## config.mk

```make
export PLATFORM = sky130hd
export DESIGN_NAME = axis_frame_arbiter
export DESIGN_NICKNAME = d
export VERILOG_FILES = /design/src/rtl/axis_frame_arbiter_pkg.sv /design/src/rtl/axis_skid_buffer.sv /design/src/rtl/axis_frame_arbiter.sv
export SDC_FILE = /design/constraint.sdc
export NUM_CORES = 1
export LEC_CHECK = 0
export CAP_MARGIN = 5
export CORE_ASPECT_RATIO = 0.7
export CORE_MARGIN = 1
export CORE_UTILIZATION = 24
export CTS_BUF_LIST = sky130_fd_sc_hd__clkbuf_2
export DETAILED_ROUTE_END_ITERATION = 7
export GPL_TIMING_DRIVEN = 0
export PLACE_DENSITY_LB_ADDON = 0.25
export SETUP_SLACK_MARGIN = 0.3
export SLEW_MARGIN = 30
export SYNTH_ARGS = -nofsm -noshare
export SYNTH_HDL_FRONTEND = slang
export SYNTH_SLANG_ARGS = --single-unit
export TNS_END_PERCENT = 50
```

## constraint.sdc

```tcl
create_clock -name clk_i -period 3.4 [get_ports clk_i]
set_input_delay 0.68 -clock clk_i [delete_from_list [all_inputs] [get_ports clk_i]]
set_output_delay 0.68 -clock clk_i [all_outputs]
set_load 0.01 [all_outputs]
```

## src/rtl/axis_frame_arbiter_pkg.sv

```systemverilog
// Shared types for the two-port AXI-Stream frame arbiter.
package axis_frame_arbiter_pkg;

  typedef enum logic [1:0] {
    IDLE   = 2'd0,
    GRANT0 = 2'd1,
    GRANT1 = 2'd2
  } arb_state_e;

  localparam logic PORT0 = 1'b0;
  localparam logic PORT1 = 1'b1;

endpackage

```

## src/rtl/axis_skid_buffer.sv

```systemverilog
// Two-entry FIFO between the arbiter and the shared core; full blocks push, empty blocks pop.
module axis_skid_buffer #(
  parameter int WIDTH = 10
) (
  input  logic             clk_i,
  input  logic             rstn_i,
  input  logic [WIDTH-1:0] in_data_i,
  input  logic             in_valid_i,
  output logic             in_ready_o,
  output logic [WIDTH-1:0] out_data_o,
  output logic             out_valid_o,
  input  logic             out_ready_i
);

  logic [WIDTH-1:0] mem_q [2];
  logic [WIDTH-1:0] mem_d [2];
  logic             wr_ptr_q, wr_ptr_d;
  logic             rd_ptr_q, rd_ptr_d;
  logic [1:0]       cnt_q, cnt_d;
  logic             push, pop;

  assign in_ready_o  = (cnt_q != 2'd2);
  assign out_valid_o = (cnt_q != 2'd0);
  assign out_data_o  = mem_q[rd_ptr_q];
  assign push        = in_valid_i && in_ready_o;
  assign pop         = out_valid_o && out_ready_i;

  always_comb begin
    mem_d    = mem_q;
    wr_ptr_d = wr_ptr_q;
    rd_ptr_d = rd_ptr_q;
    cnt_d    = cnt_q;
    if (push) begin
      mem_d[wr_ptr_q] = in_data_i;
      wr_ptr_d        = ~wr_ptr_q;
    end
    if (pop) begin
      rd_ptr_d = ~rd_ptr_q;
    end
    case ({push, pop})
      2'b10:   cnt_d = cnt_q + 2'd1;
      2'b01:   cnt_d = cnt_q - 2'd1;
      default: cnt_d = cnt_q;
    endcase
  end

  // Storage is cleared too so the output data reads zero while in reset.
  always_ff @(posedge clk_i or negedge rstn_i) begin
    if (!rstn_i) begin
      mem_q[0] <= '0;
      mem_q[1] <= '0;
      wr_ptr_q <= 1'b0;
      rd_ptr_q <= 1'b0;
      cnt_q    <= 2'd0;
    end else begin
      mem_q    <= mem_d;
      wr_ptr_q <= wr_ptr_d;
      rd_ptr_q <= rd_ptr_d;
      cnt_q    <= cnt_d;
    end
  end

endmodule

```

## src/rtl/axis_frame_arbiter.sv

```systemverilog
// Packet-granular round-robin arbiter merging two AXI-Stream sources onto one core.
//   state  | meaning
//   IDLE   | no grant; pick a port, accept nothing this cycle
//   GRANT0 | port 0 owns the output until its last beat is accepted
//   GRANT1 | port 1 owns the output until its last beat is accepted
module axis_frame_arbiter
  import axis_frame_arbiter_pkg::*;
#(
  parameter int DATA_BITS = 8,
  parameter int CNT_BITS  = 16
) (
  input  logic                 clk_i,
  input  logic                 rstn_i,
  input  logic [DATA_BITS-1:0] s0_data_i,
  input  logic                 s0_valid_i,
  output logic                 s0_ready_o,
  input  logic                 s0_last_i,
  input  logic [DATA_BITS-1:0] s1_data_i,
  input  logic                 s1_valid_i,
  output logic                 s1_ready_o,
  input  logic                 s1_last_i,
  output logic [DATA_BITS-1:0] m_data_o,
  output logic                 m_valid_o,
  input  logic                 m_ready_i,
  output logic                 m_last_o,
  output logic                 m_id_o,
  output logic                 busy_o,
  output logic [CNT_BITS-1:0]  pkt_cnt0_o,
  output logic [CNT_BITS-1:0]  pkt_cnt1_o
);

  localparam int BUF_W = DATA_BITS + 2;

  arb_state_e          state_q, state_d;
  logic                prio_q, prio_d;
  logic [CNT_BITS-1:0] cnt0_q, cnt0_d;
  logic [CNT_BITS-1:0] cnt1_q, cnt1_d;

  logic                buf_ready;
  logic                buf_valid;
  logic                push;
  logic [BUF_W-1:0]    push_data;
  logic [BUF_W-1:0]    buf_out;

  always_comb begin
    state_d    = state_q;
    prio_d     = prio_q;
    cnt0_d     = cnt0_q;
    cnt1_d     = cnt1_q;
    s0_ready_o = 1'b0;
    s1_ready_o = 1'b0;
    push       = 1'b0;
    push_data  = '0;
    case (state_q)
      IDLE: begin
        if (s0_valid_i && s1_valid_i) begin
          state_d = (prio_q == PORT1) ? GRANT1 : GRANT0;
        end else if (s0_valid_i) begin
          state_d = GRANT0;
        end else if (s1_valid_i) begin
          state_d = GRANT1;
        end
      end
      GRANT0: begin
        s0_ready_o = buf_ready;
        push       = s0_valid_i && buf_ready;
        push_data  = {s0_data_i, s0_last_i, PORT0};
        if (push && s0_last_i) begin
          state_d = IDLE;
          prio_d  = PORT1;
          cnt0_d  = cnt0_q + CNT_BITS'(1);
        end
      end
      GRANT1: begin
        s1_ready_o = buf_ready;
        push       = s1_valid_i && buf_ready;
        push_data  = {s1_data_i, s1_last_i, PORT1};
        if (push && s1_last_i) begin
          state_d = IDLE;
          prio_d  = PORT0;
          cnt1_d  = cnt1_q + CNT_BITS'(1);
        end
      end
      default: state_d = IDLE;
    endcase
  end

  always_ff @(posedge clk_i or negedge rstn_i) begin
    if (!rstn_i) begin
      state_q <= IDLE;
      prio_q  <= PORT0;
      cnt0_q  <= '0;
      cnt1_q  <= '0;
    end else begin
      state_q <= state_d;
      prio_q  <= prio_d;
      cnt0_q  <= cnt0_d;
      cnt1_q  <= cnt1_d;
    end
  end

  axis_skid_buffer #(
    .WIDTH(BUF_W)
  ) u_buf (
    .clk_i       (clk_i),
    .rstn_i      (rstn_i),
    .in_data_i   (push_data),
    .in_valid_i  (push),
    .in_ready_o  (buf_ready),
    .out_data_o  (buf_out),
    .out_valid_o (buf_valid),
    .out_ready_i (m_ready_i)
  );

  assign m_data_o   = buf_out[BUF_W-1:2];
  assign m_last_o   = buf_out[1];
  assign m_id_o     = buf_out[0];
  assign m_valid_o  = buf_valid;
  assign busy_o     = (state_q != IDLE) || buf_valid;
  assign pkt_cnt0_o = cnt0_q;
  assign pkt_cnt1_o = cnt1_q;

endmodule

```

== Word level (Yosys, flattened, before mapping) ==
Cells that the tools add are included.
Operators by class
  $add $sub $neg: 4
  equal/unequal tests: 8
  bitwise logic cells: 4
  order comparisons: 3
  reductions and logical operators: 18
  multiplexer cells: 21
Operators by type and width (count)
  10-bit 2-to-1 mux: 4
  16-bit by 1-bit adder with 16-bit output (second input constant): 2
  20-bit bitwise mux: 1
  10-bit one-hot mux with 2 select lines: 1
  2-bit 2-to-1 mux: 6
  10-bit demux with 1-bit select: 1
  1-bit logical AND: 8
  2-bit nonzero test: 4
  2-bit inequality test (second input constant): 3
  2-bit one-hot mux with 3 select lines: 1
  3-bit AND reduction: 2
  2-bit by 1-bit equality test with 1-bit output (second input constant): 2
  2-bit equality test (second input constant): 2
  2-bit greater-or-equal comparator (second input constant): 2
  1-bit 2-to-1 mux: 4
  4-bit inequality test (second input constant): 1
  1-bit inverter with 2-bit output: 2
  1-bit one-hot mux with 2 select lines: 2
  2-bit one-hot mux with 2 select lines: 1
  2-bit AND reduction: 2
  2-bit by 1-bit adder with 2-bit output (second input constant): 1
  2-bit logical NOT: 1
  2-bit by 1-bit < comparator with 1-bit output (second input constant): 1
  1-bit inverter: 2
  2 further kinds: 2
Word-level totals
  bits in registers: 59
  input bits: 23
  output and inout port bits: 46
  word-level logic and storage cells: 67

== Longest topological paths before layout ==
  depth in word-level cells: 6
  mapped depth: 8

== Modules after synthesis ==
From an unflattened synthesis, not the netlist that was laid out.
Unflattened totals
  cell total of the unflattened synthesis: 244
  area, all modules: 2996.6 sq um
Modules (own cells, without submodules)
  axis_frame_arbiter: times used 1, cells an instance 174, area each 1836.8 sq um, seq. area each 875.8 sq um
  axis_skid_buffer: times used 1, cells an instance 70, area each 1159.9 sq um, seq. area each 600.6 sq um

== Least setup slack after synthesis ==
Ideal clock, no wire load.
  path kind: flip-flop to output port
  start point: reg state_q[0]
  end point: out s1_ready_o
  data arrival time: 1177 ps
  cell stages (with the launch flop): 5
  buffers on the path: 1
  setup slack: 1543 ps
  path through: dfrtp_1 > inv_1 > ha_1 > clkbuf_1 > and2_1
On the way
  cells in the longest elaborated chain, start to end: 2
RTL lines
  start, declared: RTL line axis_frame_arbiter.sv:34  | arb_state_e state_q, state_d;
  start signal, assigned: RTL line axis_frame_arbiter.sv:95  | state_q <= state_d;
  2-bit equality test: RTL line axis_frame_arbiter.sv:54  | case (state_q)
  1-bit 2-to-1 mux: RTL line axis_frame_arbiter.sv:54
  end, declared: RTL line axis_frame_arbiter.sv:20  | output logic s1_ready_o,
No other way between the ends.

== Worst setup path in the final report ==
Same ends and word-level chain as after synthesis.

==> metrics.txt <==
Cells after Synth 230; Data required, critical path about 2.7 ns; die area between 10000 and 15000 µm²; Clock Skew 0.0159 ns; cts repair resizes 4; H-tree depth 3; Seq pwr share between 40% and 50%; Power Density around 640 nW/µm²; dpl ws approximately 0.55 ns; Crit path buffers/inverters 3; Root Driver clkbuf_2; fin cells between 400 and 500; first-pass GRT wire length roughly 11000 µm; drt via density 4.27; Die Height 92.7 µm; dpl cells around 450; crit path max fanout 10; row count 32; worst vdd ir about 0.28 mV; sw frac 34.0%; Hold Crit Class input port to asynchronous set/reset pin; Final min period approximately 3 ns; synthesized net count 260; Final Hold Vio Count 0; Cell variety after synth 30; CP Capture Type output pin; Largest delay share family, worst path buffers and inverters; syn avg cell area 12.3 µm²; cts hold-fix bufs 0; WL per Instance ~14 µm; max-slew violations 0; run status finished clean; overall power 2.43 mW; CP Data Arrival Time between 2 and 2.5 ns; area of the multi-input gates between 1000 and 1500 µm²; FF+latch area between 1000 and 1500 µm²; gpl congestion 0.705; RSZ-0062 raised after global routing true; Net Switching slightly above 800 µW; fmax between 300 and 400 MHz; # IOs 69; cell-internal power approximately 1.6 mW; setup ws final 0.474 ns; post-DP HPWL between 4000 and 5000 µm; Worst-Skew Late Latency between 0.4 and 0.5 ns; Nets between 300 and 400; filler cell count between 1000 and 1500; drt drc 0; Longest Clk Path Bufs 2; FF+latch count, synth 59; hold_ws 0.0790 ns; crit path kind flop to output pin; TritonRoute pass-1 iters 4; synth warn 0; GRT Resource Usage Total approximately an eighth; crit path max-delay cell type clkdlybuf4s50_1; Cell Area, Synth approximately 2800 µm²; largest net degree at the start of global routing 36; worst rel slew slack between 50 and 60%; Initial Util around a quarter; crit share post-route a little under nine tenths; Comb power frac 42.2%; vias in the first global route 2023; total number of vias 1995; Leak Pwr between 1.5 and 2 nW; Clock power frac 16.7%; antenna violations before repair 1; CTS buffer count 9; crit path cell chain inv_1, ha_2, buf_4, and2_1, clkdlybuf4s50_1; sequential share of the synthesized area 52.4%; Setup Viol. Count Final 0; layout cell share with drive strength beyond 1 19.2%; CTS tree done; crit-path max cell delay 0.53 ns; clk sinks 59; Final ANT Viol Nets 0; Post-CTS Setup Repair Bufs 0; Area growth, synth to finish 35.4%; core area between 10000 and 15000 µm²; crit start category flop; Max Cap Viol 0; clock transition at the registers of the reported paths between 0.15 and 0.2 ns; final WL between 6000 and 7000 µm; I/O Buffers between 60 and 70; gr ovfl total 0; DR iter-0 viols 37; Worst-Margin Slew between 0.6 and 0.7 ns; Die Wd between 100 and 150 µm
[worst reg2reg max path, delay by kind of cell (launching register included)]
family	cells	cell delay, ns
buf+inv	1	0.13
fa+ha+maj	1	0.29
flops	1	0.43
mux	1	0.40
compound gates	1	0.20
simple gates	2	0.68
[flip-flops by register name (all words and copies together) (netlist names)]
signal and flops:
pkt_cnt0_o 16, pkt_cnt1_o 16, prio_q 1, state_q 2, u_buf.cnt_q 2, u_buf.mem_q 20, u_buf.rd_ptr_q 1, u_buf.wr_ptr_q 1
[final cells by class]
type                    count  share of cell area [%]
multi-input cells         160                    34.1
flip-flops and latches     59                    38.7
inverters                   6                   0.590
well taps                 153                    5.01
diodes                      1                  0.0656
clock buffers               9                    1.18
plain buffers               5                   0.918
repair buffers             69                    18.3
clock inverters             5                    1.21
[cell families after synthesis]
group / Yosys count / share of synthesized area [%]
muxes: 34 / 13.5
adders and majority gates: 7 / 3.11
AOI/OAI and AO/OA: 13 / 3.73
and+or+nand+nor: 71 / 14.7
xor gates and xnor gates: 35 / 10.9
buffers and inverters: 11 / 1.73
DFF: 59 / 52.4
[placed cells by master (no fill, tap or decap), drive strengths merged, types with 2 or more instances in the layout]
| cell | instances |
|---|---|
| clkdlybuf4s50 | 67 |
| dfrtp | 59 |
| mux2 | 32 |
| xnor2 | 24 |
| nand2 | 18 |
| nand3 | 13 |
| nand4 | 12 |
| clkbuf | 12 |
| xor2 | 11 |
| a22o | 9 |
| nor2 | 8 |
| ha | 7 |
| inv | 6 |
| and3 | 5 |
| clkinv | 4 |
| buf | 4 |
| and2 | 3 |
| nor2b | 2 |
| o21ai | 2 |
| mux2i | 2 |
| and4 | 2 |
| nor3 | 2 |
| nor4 | 2 |
[power by group through the flow]
| stage | logic [mW] | clock network (mW) | registers (mW) |
|---|---|---|---|
| 6_report | 1.03 | 0.406 | 1.00 |
| 5_1_grt | 1.14 | 0.468 | 1.03 |
| 4_1_cts | 1.05 | 0.440 | 1.00 |
| 3_5_place_dp | 1.04 | 0 | 1.02 |
| 3_3_place_gp | 1.02 | 0 | 1.01 |
| 2_1_floorplan | 0.597 | 0 | 1.00 |
[layer usage]
layer,vias to the layer above,GRT usage [%],routed length (µm)
met5,-,0,0
met3,8,4.98,379
met2,49,17.3,2810
li1,982,-,-
met4,0,4.94,106
met1,956,16.1,3250
[synthesized netlist by cell type, drive strengths merged]
library cell	count	area [µm²]
nand4	12	75.1
dfrtp	59	1480
mux2	32	360
nor2b	2	12.5
xnor2	24	210
or4	1	11.3
and4	2	17.5
a22o	9	78.8
nand2	18	67.6
nor2	8	40.0
and2	3	18.8
xor2	11	96.3
o2bb2ai	1	8.76
clkbuf	4	15.0
o21bai	1	7.51
ha	7	87.6
nand2b	1	6.26
nor4	2	18.8
nand3	13	65.1
and3	5	31.3
buf	1	11.3
nor3	2	15.0
nor3b	1	12.5
o21ai	2	10.0
mux2i	2	20.0
inv	6	22.5
nor4b	1	23.8
[stage by stage]
stage,util [%],TNS [ns],instance area [µm²]
6_report,34.1,0,3820
5_1_grt,34.1,0,3820
4_1_cts,34.0,0,3810
3_5_place_dp,33.1,0,3710
3_3_place_gp,32.9,-22.67,3690
2_1_floorplan,-,0,2820
[final timing paths]
path	cells past startpoint	to	slack, ns	start
setup / recovery	5	s1_ready_o	0.47	state_q[0]
hold / removal	1	u_buf.mem_q[16]	0.08	rstn_i
setup reg to reg	6	u_buf.mem_q[17]	1.17	state_q[0]
hold reg to reg	1	pkt_cnt1_o[15]	0.48	pkt_cnt1_o[15]
max in group asynchronous	2	u_buf.mem_q[9]	2.82	rstn_i
min in group clk_i	1	pkt_cnt1_o[15]	0.48	pkt_cnt1_o[15]
(Power assumes the default switching activity.)
